<file path="config.mk">
export PLATFORM = sky130hd
export DESIGN_NAME = edge_event_arbiter
export DESIGN_NICKNAME = d
export VERILOG_FILES = /design/src/rtl/edge_arb_pkg.sv /design/src/rtl/edge_event_channel.sv /design/src/rtl/edge_event_arbiter.sv
export SDC_FILE = /design/constraint.sdc
export NUM_CORES = 1
export LEC_CHECK = 0
export BUFFER_PORTS_ARGS = -buffer_cell sky130_fd_sc_hd__buf_4
export CAP_MARGIN = 20
export CORE_MARGIN = 3
export CORE_UTILIZATION = 45
export CTS_BUF_LIST = sky130_fd_sc_hd__clkbuf_8
export DETAILED_ROUTE_END_ITERATION = 6
export SLEW_MARGIN = 30
export SYNTH_ARGS = -nofsm -noshare
export SYNTH_HDL_FRONTEND = slang
export SYNTH_HIERARCHICAL = 1
export SYNTH_SLANG_ARGS = --single-unit
</file>
<file path="constraint.sdc">
create_clock -name clk -period 7.2 [get_ports clk]
set_input_delay 0.36 -clock clk [delete_from_list [all_inputs] [get_ports clk]]
set_output_delay 0.36 -clock clk [all_outputs]
set_load 0.005 [all_outputs]
</file>
<file path="src/rtl/edge_arb_pkg.sv">
// Shared types and helpers for edge_event_arbiter.
// Optional feature macro: EDGE_EVENT_ARBITER_SYNC_EN (see edge_event_channel).
package edge_arb_pkg;

    typedef enum logic {
        EDGE_FALL = 1'b0,
        EDGE_RISE = 1'b1
    } edge_type_e;

    localparam int SYNC_STAGES = 2;
    localparam int MAX_CH      = 16;

    typedef struct packed {
        logic       valid;
        logic [3:0] idx;
    } rr_pick_t;

    // First set bit of req searching upward from ptr with wrap. Unused upper
    // request bits are zero, so wrapping at 16 behaves like wrapping at N.
    function automatic rr_pick_t rr_pick(input logic [MAX_CH-1:0] req,
                                         input logic [3:0]        ptr);
        rr_pick_t   r;
        logic [3:0] idx;
        r = '0;
        for (int unsigned k = 0; k < MAX_CH; k++) begin
            idx = ptr + 4'(k);
            if (!r.valid && req[idx]) begin
                r.valid = 1'b1;
                r.idx   = idx;
            end
        end
        return r;
    endfunction

endpackage

</file>
<file path="src/rtl/edge_event_channel.sv">
// One input channel: optional synchronizer, edge detect, one pending rise and
// one pending fall event, last-served type and sticky overflow flag.
// EDGE_EVENT_ARBITER_SYNC_EN adds a 2-flop synchronizer ahead of edge detect.
module edge_event_channel
    import edge_arb_pkg::*;
(
    input  logic       clk,
    input  logic       rst,
    input  logic       raw_in,
    input  logic       grant,
    input  logic       grant_rise,
    input  logic       overflow_clr,
    output logic       rise_pend,
    output logic       fall_pend,
    output logic       overflow,
    output edge_type_e last_type
);

    logic s;
    logic prev;
    logic rise;
    logic fall;
    logic gr_rise;
    logic gr_fall;
    logic drop;

`ifdef EDGE_EVENT_ARBITER_SYNC_EN
    logic [SYNC_STAGES-1:0] sync_q;

    // Two-stage synchronizer for an input asynchronous to clk
    always_ff @(posedge clk or negedge rst) begin
        if (!rst) sync_q <= '0;
        else      sync_q <= {sync_q[SYNC_STAGES-2:0], raw_in};
    end

    assign s = sync_q[SYNC_STAGES-1];
`else
    assign s = raw_in;
`endif

    // Edge detect and drop decision for this cycle
    always_comb begin
        rise    = s & ~prev;
        fall    = ~s & prev;
        gr_rise = grant & grant_rise;
        gr_fall = grant & ~grant_rise;
        drop    = (rise & rise_pend & ~gr_rise) | (fall & fall_pend & ~gr_fall);
    end

    // Pending bits, overflow and last-served type
    always_ff @(posedge clk or negedge rst) begin
        if (!rst) begin
            prev      <= 1'b0;
            rise_pend <= 1'b0;
            fall_pend <= 1'b0;
            overflow  <= 1'b0;
            last_type <= EDGE_FALL;
        end else begin
            prev <= s;
            if (rise)         rise_pend <= 1'b1;
            else if (gr_rise) rise_pend <= 1'b0;
            if (fall)         fall_pend <= 1'b1;
            else if (gr_fall) fall_pend <= 1'b0;
            if (drop)              overflow <= 1'b1;
            else if (overflow_clr) overflow <= 1'b0;
            if (grant) last_type <= grant_rise ? EDGE_RISE : EDGE_FALL;
        end
    end

endmodule

</file>
<file path="src/rtl/edge_event_arbiter.sv">
// Edge-to-event converter for N lines sharing one valid/ready event port
// with round-robin arbitration.
// EDGE_EVENT_ARBITER_SYNC_EN enables per-channel input synchronizers.
module edge_event_arbiter
    import edge_arb_pkg::*;
#(
    parameter  int N  = 4,
    localparam int CW = $clog2(N)
) (
    input  logic          clk,
    input  logic          rst,
    input  logic [N-1:0]  in,
    output logic          evt_valid,
    input  logic          evt_ready,
    output logic [CW-1:0] evt_chan,
    output logic          evt_rising,
    output logic [N-1:0]  overflow,
    input  logic          overflow_clr
);

    logic [N-1:0]  rise_pend;
    logic [N-1:0]  fall_pend;
    edge_type_e    last_type [N];
    logic [N-1:0]  req;
    logic [N-1:0]  serve_rise;
    logic [N-1:0]  grant;
    logic          grant_rise;
    logic          advance;
    rr_pick_t      pick;
    logic [CW-1:0] ptr;
    logic [CW-1:0] sel_chan;
    logic [CW-1:0] next_ptr;

    for (genvar g = 0; g < N; g++) begin : g_chan
        edge_event_channel u_chan (
            .clk          (clk),
            .rst          (rst),
            .raw_in       (in[g]),
            .grant        (grant[g]),
            .grant_rise   (grant_rise),
            .overflow_clr (overflow_clr),
            .rise_pend    (rise_pend[g]),
            .fall_pend    (fall_pend[g]),
            .overflow     (overflow[g]),
            .last_type    (last_type[g])
        );
    end

    // Eligibility, type selection and round-robin grant
    always_comb begin
        req        = rise_pend | fall_pend;
        advance    = !evt_valid || evt_ready;
        pick       = rr_pick(MAX_CH'(req), 4'(ptr));
        grant      = '0;
        grant_rise = 1'b0;
        sel_chan   = '0;
        next_ptr   = '0;
        for (int unsigned i = 0; i < N; i++) begin
            // With both pending, the type opposite the last served one is older
            serve_rise[i] = rise_pend[i] & (~fall_pend[i] | (last_type[i] == EDGE_FALL));
            if (pick.valid && (pick.idx == 4'(i))) begin
                grant[i]   = advance;
                grant_rise = serve_rise[i];
                sel_chan   = CW'(i);
                next_ptr   = (i == N - 1) ? '0 : CW'(i + 1);
            end
        end
    end

    // Output event register and round-robin pointer
    always_ff @(posedge clk or negedge rst) begin
        if (!rst) begin
            evt_valid  <= 1'b0;
            evt_chan   <= '0;
            evt_rising <= 1'b0;
            ptr        <= '0;
        end else if (advance) begin
            if (pick.valid) begin
                evt_valid  <= 1'b1;
                evt_chan   <= sel_chan;
                evt_rising <= grant_rise;
                ptr        <= next_ptr;
            end else begin
                evt_valid  <= 1'b0;
            end
        end
    end

endmodule

</file>
Word level (Yosys, flattened, before mapping)
Cells that the tools add are included.

Add/sub/neg operators: 15. Multipliers: 0. Divide/modulo/power cells: 0. Magnitude comparators: 16. Eq/ne operators: 3. Shift operators: 0. Multiplexer cells: 86. Bitwise gates (word level): 70. Reduce and logical (&&, ||, !) cells: 50.

Operator list (count): two-way mux 5 bit (16); binary-select mux 1 bit (select 4 bit) (15); less-than comparator 4 x 5 -> 1 bit (second input constant) (12); two-way mux 1 bit (49); bitwise AND 1 bit (36); inverter 1 bit (25); nonzero test 2 bit (12); logical AND 1 bit (19); adder 2 x 3 -> 4 bit (second input constant) (4); adder 2 x 4 -> 4 bit (second input constant) (4); zero test 1 bit (16); less-than comparator 3 x 5 -> 1 bit (second input constant) (3); two-way mux 2 bit (5); adder 3 x 3 -> 4 bit (second input constant) (2); equality test 4 x 2 -> 1 bit (second input constant) (2); OR 1 bit (8); adder 2 x 2 -> 3 bit (second input constant) (2); less-than comparator 2 x 5 -> 1 bit (second input constant) (1); adder 3 x 1 -> 4 bit (second input constant) (1); adder 3 x 2 -> 4 bit (second input constant) (1); equality test 4 x 1 -> 1 bit (second input constant) (1); zero test 4 bit (1); OR 4 bit (1); adder 2 x 1 -> 3 bit (second input constant) (1); 3 further kinds (3).

Flip-flop bits (word level): 26. Bits in latches: 0. Memory bits (writable): 0. Bits in read-only memories: 0. Input port bits: 8. Output and inout port bits: 8. Word-level logic and storage cells: 264. Memories: 0.

Depth between registers and ports, before layout
Gate-level depths: netlist of the first run.

Word-level depth: 61. Depth in mapped cells: 14. Depth with buffers taken out: 12.

By module
Netlist of the first run, hierarchy kept.

Modules (own cells, without submodules): edge_event_channel (times used 4, cells each 18, area each 201.4 sq um, seq. area each 125.1 sq um); edge_event_arbiter (times used 1, cells each 84, area each 734.5 sq um, seq. area each 150.1 sq um).

Worst setup path after synthesis of the first run
No wires, ideal clock.

Path type: register to register. From: register ptr[0]. To: register g_chan[0].u_chan.overflow. Setup time: 0.130 ns. Arrival: 3.261 ns. Data required time: 7.070 ns. Path slack: 3.809 ns. Stages on the path, launching flop included: 13. Buffers on the path: 1. Clock period less this slack: 3.391 ns. Path through: dfrtp_1 clkbuf_4 inv_1 ha_1 nor4b_1 a31oi_1 a21oi_1 o2111a_1 a211oi_4 mux2i_1 nand2_1 nand3_2 o221ai_2.

Longest elaborated chain between the ends: 60. Elaborated cells between the ends (all ways): 116. Classes of those cells: add/sub (15); eq/ne (3); mux (54); bitwise (8); reduce/logical (36).

RTL lines: start: declaration (RTL line edge_event_arbiter.sv:30) `logic [CW-1:0] ptr;`; start signal: assignment (RTL line edge_event_arbiter.sv:82) `ptr <= next_ptr;`; branches (longest 47 deep; another with adder 2 x 1 -> 3 bit); two-way mux 5 bit (*) (RTL line edge_arb_pkg.sv:27) `if (!r.valid && req[idx]) begin`; zero test 4 bit (RTL line edge_event_arbiter.sv:61) `if (pick.valid && (pick.idx == 4'(i))) begin`; logical AND 1 bit (RTL line edge_event_arbiter.sv:61); two-way mux 1 bit (3 in a row) (RTL line edge_event_arbiter.sv:61); two-way mux 1 bit (*) (RTL line edge_event_arbiter.sv:61); via grant_rise (RTL line edge_event_arbiter.sv:27) `logic grant_rise;`; inverter 1 bit (RTL line edge_event_channel.sv:46) `gr_fall = grant & ~grant_rise;`; bitwise AND 1 bit (RTL line edge_event_channel.sv:46); inverter 1 bit (RTL line edge_event_channel.sv:47) `drop = (rise & rise_pend & ~gr_rise) | (fall & fall_pend & ~gr_fall);`; bitwise AND 1 bit (RTL line edge_event_channel.sv:47); OR 1 bit (*) (RTL line edge_event_channel.sv:47); two-way mux 1 bit or nonzero test 2 bit (tied branches); end signal: assignment (RTL line edge_event_channel.sv:56) `overflow <= 1'b0;`; end signal: assignment (RTL line edge_event_channel.sv:64) `if (drop) overflow <= 1'b1;`; end signal: assignment (RTL line edge_event_channel.sv:65) `else if (overflow_clr) overflow <= 1'b0;`; end: declaration (RTL line edge_event_channel.sv:15) `output logic overflow,`.

Mark *: on every way through the listed nets, which the timed path passes. The select of a mux whose other input is x is not followed. A chain may end at the register's enable or synchronous reset.

Worst setup path in the final report of the first run
From: register ptr[0]. To: register g_chan[3].u_chan.overflow.

Longest elaborated chain between the ends: 60. Elaborated cells between the ends (all ways): 116. Classes of those cells: add/sub (15); eq/ne (3); mux (54); bitwise (8); reduce/logical (36).

RTL lines (RTL line): branches (longest 47 deep; another with adder 2 x 1 -> 3 bit); two-way mux 5 bit (*) (edge_arb_pkg.sv:27); zero test 4 bit (edge_event_arbiter.sv:61); logical AND 1 bit (edge_event_arbiter.sv:61); two-way mux 1 bit (3 in a row) (edge_event_arbiter.sv:61); two-way mux 1 bit (*) (edge_event_arbiter.sv:61); via grant_rise (edge_event_arbiter.sv:27); inverter 1 bit (edge_event_channel.sv:46); bitwise AND 1 bit (edge_event_channel.sv:46); inverter 1 bit (edge_event_channel.sv:47); bitwise AND 1 bit (edge_event_channel.sv:47); OR 1 bit (*) (edge_event_channel.sv:47); two-way mux 1 bit or nonzero test 2 bit (tied branches); end signal: assignment (edge_event_channel.sv:56); end signal: assignment (edge_event_channel.sv:64); end signal: assignment (edge_event_channel.sv:65); end: declaration (edge_event_channel.sv:15).

Marked as above.

==> impl_metrics.toml, run 1 <==
[run_status]
status = "finished, violations left"
violations = "negative hold slack"

[timing]
tightest_slew_ns = 0.7486
period_needed_ns = 3.732
max_slew_margin_pct = 50.09
whs_ns = -0.01178
final.period_utilization_pct = 51.83
setup_viol = 0
hold_violations = 26
rsz0062_at_grt = "no"
finalSetupTns_ns = 0
max_freq_mhz = 268.0
worst_clock_skew_ns = 0.003213
slew_viol_final = 0

[critical_path]
crit_type = "register to register"
crit_arrival_ns = 3.88
cp_max_fo = 14
cp_top_family = "compound AO/OA/AOI/OAI gates"
rrSetupSlack_ns = 3.47
slowest_delay_ns = 0.64
slowest_stage = "dfrtp_1"
start_kind = "register"
crit_buf_inv = 1
worstSetupPathDepth = 12
worstPathRequired_ns = 7.35
rr_startpoint = "ptr[0]$_DFFE_PN0P_"
endpoint_kind = "register"
crit_chain = "inv_1 -> ha_1 -> nor4b_1 -> a31oi_1 -> o211ai_1 -> o31a_1 -> a21oi_4 -> mux2i_1 -> mux2i_2 -> nand2_1 -> nand3_2 -> o221ai_2"
timing.rr.end = "g_chan[3].u_chan/overflow$_DFFE_PN0P_"
r2r_cells = 12

[synthesis]
yosys.area.top_type_share_pct = 42.24
ys.flop_type = "dfrtp_1"
ys_seq_elements = 26
async_reset_ff_share_pct = 100.0
yosysTopAreaCell = "dfrtp_1"
synth.distinct_cells = 42
ys_top_cells_by_area = "dfrtp_1 42%, nand2_1 5.1%, o221ai_2 4.9%"
yosys_warnings = 6
synthCells = 156
syn-cell-area_sq_mm = 0.001540
syn_avg_cell_area_sq_um = 9.873
syn_nets = 166
synth_edf_count = 0
seq_area_frac_synth_pct = 42.24

[clocking]
ctsHoldBuffers = 0
ctsRootBufferMaster = "clkbuf_8"
clkSinkCount = 26
cts.repair.resized = 0
htreeDepth = 1
cts_made_buffers = 3
insertion_delay_ns = 0.26
clk_pin_slew_worst_paths_ns = 0.09
cts_buffer_depth = 2
cts_tree = "yes"
cts_setup_buffers = 0

[final_layout]
antennaDiodeCount = 0
seq_area_sq_um = 650.6
final_cell_area_sq_mm = 0.001740
multi_input_area_sq_um = 813.3
nNetsFinal = 184
fillers = 310
area_growth_pct = 13.00
fin_util_pct = 55.20
final_layout_size_suffix_gt1_share_pct = 26.74

[run]
cap_viol_max_count = 0

[floorplan]
num_rows = 20
die_height_um = 64.51
die-area_sq_mm = 0.004161
core_area_sq_mm = 0.003153
die_x_um = 64.51
ios = 16
initial_core_util_pct = 48.85

[global_routing]
grt_pass1_wl_mm = 5.602
grt_max_degree = 27
grt_overflow_total = 0
grt_pass1_vias = 1188
grt_antenna_before_repair = 0
grt_usage_pct = 17.06

[routing]
drt_iter0_markers = 89
vias = 1148
drt_wl_total_mm = 3.081
ant_nets = 0
firstDrtPassIters = 4
post_drt_wl_per_cell_um = 14.26
vias_per_cell = 5.315
drc = 0

[place]
hpwl_mm = 2.397
postPlaceCellArea_sq_mm = 0.001695
io_buffers = 15
gp_congestion = 0.8157

[pwr]
power.density_mw_per_mm2 = 423.0
leakage_nw = 0.7398
ir_drop_uv = 162.6

[worst_hold_path]
hp-class = "input port to asynchronous set/reset pin"
==> cell usage in the layout (no fill, tap or decap), drive strengths merged <==
cell	count
o22ai	1
nand3	5
or2	5
ha	2
nand3b	1
clkbuf	3
inv	18
buf	15
nor3	4
o221ai	5
nand2b	6
nor3b	4
mux4	2
a21oi	4
o21a	2
and3	1
nor4	1
o211ai	2
o31a	1
o32ai	1
a211oi	1
and3b	1
nor4b	1
o2111a	1
mux2i	4
a31oi	2
a311oi	2
nand2	21
nor2	10
o21ai	15
xor2	1
a21boi	4
dfrtp	26
==> layer usage <==
layer	track usage [%]	wire length, um	up-vias
met2	28.35	1446	14
met5	0	0	-
met3	2.080	79	2
li1	-	-	585
met1	23.12	1536	547
met4	5.541	19	0
==> registers in the layout (all words and copies together) (netlist names) <==
signal / count
g_chan.u_chan/fall_pend: 4
g_chan.u_chan/last_type: 4
g_chan.u_chan/overflow: 4
g_chan.u_chan/prev: 4
g_chan.u_chan/rise_pend: 4
evt_chan: 2
ptr: 2
evt_rising: 1
evt_valid: 1
==> final cells by class <==
class	instances	share of cell area (%)
inverter	18	3.882
tap	44	3.163
clock buffer	3	2.372
timing repair buffer	15	6.470
sequential	26	37.38
multi-input combinational	110	46.73
==> per-stage QoR <==
stage	instances	worst slack (ns)	power, W	hold WS [ns]
global route	216	3.118	0.0008061	0.005603
floorplan	156	3.809	0.0005502	0.06441
finish	216	3.468	0.0007363	-0.01178
CTS	216	3.243	0.0007372	0.0002570
global placement	213	3.347	0.0006491	0.2851
detailed placement	213	3.256	0.0006543	0.2911
==> cell usage after synthesis (all sizes together), types with 2 or more instances <==
master / count
a21boi: 4
a21oi: 4
a311oi: 2
a31oi: 2
dfrtp: 26
ha: 2
inv: 18
mux2i: 4
mux4: 2
nand2: 21
nand2b: 6
nand3: 5
nor2: 10
nor3: 4
nor3b: 4
o211ai: 2
o21a: 2
o21ai: 15
o221ai: 5
or2: 5
==> logic make-up after synthesis <==
| logic type | count (synthesis) | synth area share, % |
|---|---|---|
| compound gates | 41 | 22.99 |
| xor+xnor | 1 | 0.5687 |
| fa+ha+maj | 2 | 1.624 |
| buf+inv | 20 | 5.199 |
| flops | 26 | 42.24 |
| mux | 6 | 5.768 |
| simple gates | 60 | 21.61 |
==> how the worst max path moves through the flow <==
| stage | from | end | slack (ns) |
|---|---|---|---|
| 2_1_floorplan | ptr[0]$_DFFE_PN0P_ | g_chan[0].u_chan/overflow$_DFFE_PN0P_ | 3.81 |
| 3_3_place_gp | ptr[0]$_DFFE_PN0P_ | g_chan[2].u_chan/overflow$_DFFE_PN0P_ | 3.35 |
| 3_5_place_dp | ptr[0]$_DFFE_PN0P_ | g_chan[2].u_chan/overflow$_DFFE_PN0P_ | 3.26 |
| 4_1_cts | ptr[0]$_DFFE_PN0P_ | g_chan[2].u_chan/overflow$_DFFE_PN0P_ | 3.24 |
| 5_1_grt | ptr[0]$_DFFE_PN0P_ | g_chan[0].u_chan/overflow$_DFFE_PN0P_ | 3.12 |
| 6_report | ptr[0]$_DFFE_PN0P_ | g_chan[3].u_chan/overflow$_DFFE_PN0P_ | 3.47 |
==> where the power goes <==
part	switching [W]	leakage [nW]	internal, W
logic	0.000222	0.431	0.000168
registers	0.0000666	0.287	0.000200
clock network	0.0000421	0.0216	0.0000374
Power figures use the tool's default switching activity.
==> inputs of run 2 (changes only) <==
==> constraint.sdc (replaced) <==
create_clock -name clk -period 3.8 [get_ports clk]
set_input_delay 0.19 -clock clk [delete_from_list [all_inputs] [get_ports clk]]
set_output_delay 0.19 -clock clk [all_outputs]
set_load 0.005 [all_outputs]
==> impl_metrics.toml, run 2 (synthesis results as in run 1) <==
[critical_path]
cp_max_fo = 8
slowest_stage = "dfrtp_1"
crit_buf_inv = 1
endpoint_kind = "register"
cp_top_family = "compound AO/OA/AOI/OAI gates"
r2r_cells = 12
crit_type = "register to register"
start_kind = "register"
worstSetupPathDepth = 12
slowest_delay_ns = 0.46
crit_arrival_ns = 3.58
timing.rr.end = "g_chan[3].u_chan/overflow$_DFFE_PN0P_"
crit_path_start = "ptr[1]$_DFFE_PN0P_"
cp-endpoint = "g_chan[3].u_chan/overflow$_DFFE_PN0P_"
worstPathRequired_ns = 3.99
rrSetupSlack_ns = 0.41
crit_chain = "inv_1 -> ha_1 -> nor4b_1 -> a31oi_1 -> o211ai_1 -> o31a_1 -> a21oi_4 -> mux2i_1 -> mux2i_4 -> nand2_1 -> nand3_2 -> o221ai_2"
rr_startpoint = "ptr[1]$_DFFE_PN0P_"

[clocking]
htreeDepth = 1
insertion_delay_ns = 0.27
clkSinkCount = 26
cts_made_buffers = 3
cts_tree = "yes"
cts_buffer_depth = 2
ctsRootBufferMaster = "clkbuf_8"
clk_pin_slew_worst_paths_ns = 0.09
cts_setup_buffers = 0

[final_layout]
nNetsFinal = 187
final_cell_mix = "26 x dfrtp_1, 21 x nand2_1, 18 x inv_1"
antennaDiodeCount = 0
final_layout_size_suffix_gt1_share_pct = 27.84
area_growth_pct = 16.08
final_cell_area_sq_mm = 0.001788
final_common_cell = "dfrtp_1"

[pwr]
leakage_nw = 0.7620
ir_drop_uv = 369.4
clkPwrFrac_pct = 12.3
p_sw_w = 0.0006494
pwr-share-seq_pct = 33.2
power.density_mw_per_mm2 = 818.1
p_sw_share_pct = 44.40
p_comb_share_pct = 54.5
internal_power_w = 0.0008133

[routing]
firstDrtPassIters = 4
ant_nets = 0
vias_per_cell = 5.455
vias = 1200
drt_wl_total_mm = 3.166
post_drt_wl_per_cell_um = 14.39
drt_iter0_markers = 113
drc = 0

[timing]
setup_viol = 0
max_freq_mhz = 295.0
hold_violations = 0
period_needed_ns = 3.390
max_slew_margin_pct = 64.94
final.period_utilization_pct = 89.20
tightest_slew_ns = 0.5234
worst_clock_skew_ns = 0.002362
rsz0062_at_grt = "no"
finalSetupTns_ns = 0
slew_viol_final = 0

[run_status]
status = "finished, final reports clean"

[global_routing]
top_usage_layer = "met2"
grt_antenna_before_repair = 0
grt_usage_pct = 17.07
grt_max_degree = 27
grt_overflow_total = 0
grt_pass1_vias = 1169
grt_pass1_wl_mm = 5.520
grtUsageMet2_pct = 26.16
gr-usage-met3_pct = 2.773
grt.met1_usage_pct = 23.59

[floorplan]
ios = 16
die_height_um = 64.51
die_x_um = 64.51
num_rows = 20
core_area_sq_mm = 0.003153
initial_core_util_pct = 48.85
die-area_sq_mm = 0.004161

[worst_hold_path]
hp-class = "input port to register"

[place]
postPlaceCellArea_sq_mm = 0.001710
io_buffers = 15
gp_congestion = 0.8373
hpwl_mm = 2.495

[run]
cap_viol_max_count = 0
run 2: layout make-up:
| type | count | area [sq um] |
|---|---|---|
| inverters | 18 | 67.56 |
| repair buffers | 18 | 137.6 |
| flip-flops and latches | 26 | 650.6 |
| well taps | 44 | 55.05 |
| multi-input cells | 110 | 822.0 |
| clock buffers | 4 | 55.05 |
| fillers | 296 | 1365 |
run 2: repair_timing:
action                                 4_1_cts  5_1_grt
endpoints found under the hold margin       26        0
setup endpoints to repair                    0       13
hold buffers                                 1        0
resized for setup                            0        2
run 2: worst reg2reg max path, stage by stage, from the launching register on:
cell and delay (ns):
dfrtp_1 0.46, inv_1 0.11, ha_1 0.37, nor4b_1 0.18, a31oi_1 0.42, o211ai_1 0.20, o31a_1 0.31, a21oi_4 0.25
mux2i_1 0.40, mux2i_4 0.21, nand2_1 0.16, nand3_2 0.09, o221ai_2 0.16
run 2: power by group through the flow:
stage / Sequential (W) / Combinational [W] / Clock [W]
floorplan: 0.000471 / 0.000572 / 0
global placement: 0.000486 / 0.000759 / 0
detailed placement: 0.000491 / 0.000763 / 0
CTS: 0.000486 / 0.000764 / 0.000186
global route: 0.000504 / 0.000886 / 0.000199
finish: 0.000485 / 0.000798 / 0.000180
run 2: per-stage QoR:
step | utilization (%) | instances | hold slack [ns] | setup slack (ns) | power [W]
after global routing | 56.71 | 220 | 0.03489 | 0.1250 | 0.001589
after global placement | 54.25 | 215 | 0.1172 | 0.2226 | 0.001245
after detailed placement | 54.25 | 215 | 0.1242 | 0.1065 | 0.001254
final | 56.71 | 220 | 0.04469 | 0.4103 | 0.001463
after floorplan | - | 156 | -0.1056 | 0.4087 | 0.001042
after CTS | 56.31 | 220 | 0.03882 | 0.09937 | 0.001436
run 2: routing by layer:
| layer | wire (um) | vias to the layer above |
|---|---|---|
| met5 | 0 | - |
| met2 | 1498 | 29 |
| met1 | 1460 | 571 |
| met3 | 123 | 10 |
| li1 | - | 590 |
| met4 | 84 | 0 |
run 2: how the worst min path moves through the flow:
stage / startpoint / end / slack [ns] / depth (start not counted)
2_1_floorplan: rst / evt_chan[0]$_DFFE_PN0P_ / -0.11 / 0
3_3_place_gp: rst / evt_valid$_DFFE_PN0N_ / 0.12 / 1
3_5_place_dp: rst / evt_valid$_DFFE_PN0N_ / 0.12 / 1
4_1_cts: in[2] / g_chan[2].u_chan/prev$_DFF_PN0_ / 0.04 / 1
5_1_grt: in[0] / g_chan[0].u_chan/prev$_DFF_PN0_ / 0.03 / 1
6_report: in[2] / g_chan[2].u_chan/prev$_DFF_PN0_ / 0.04 / 1
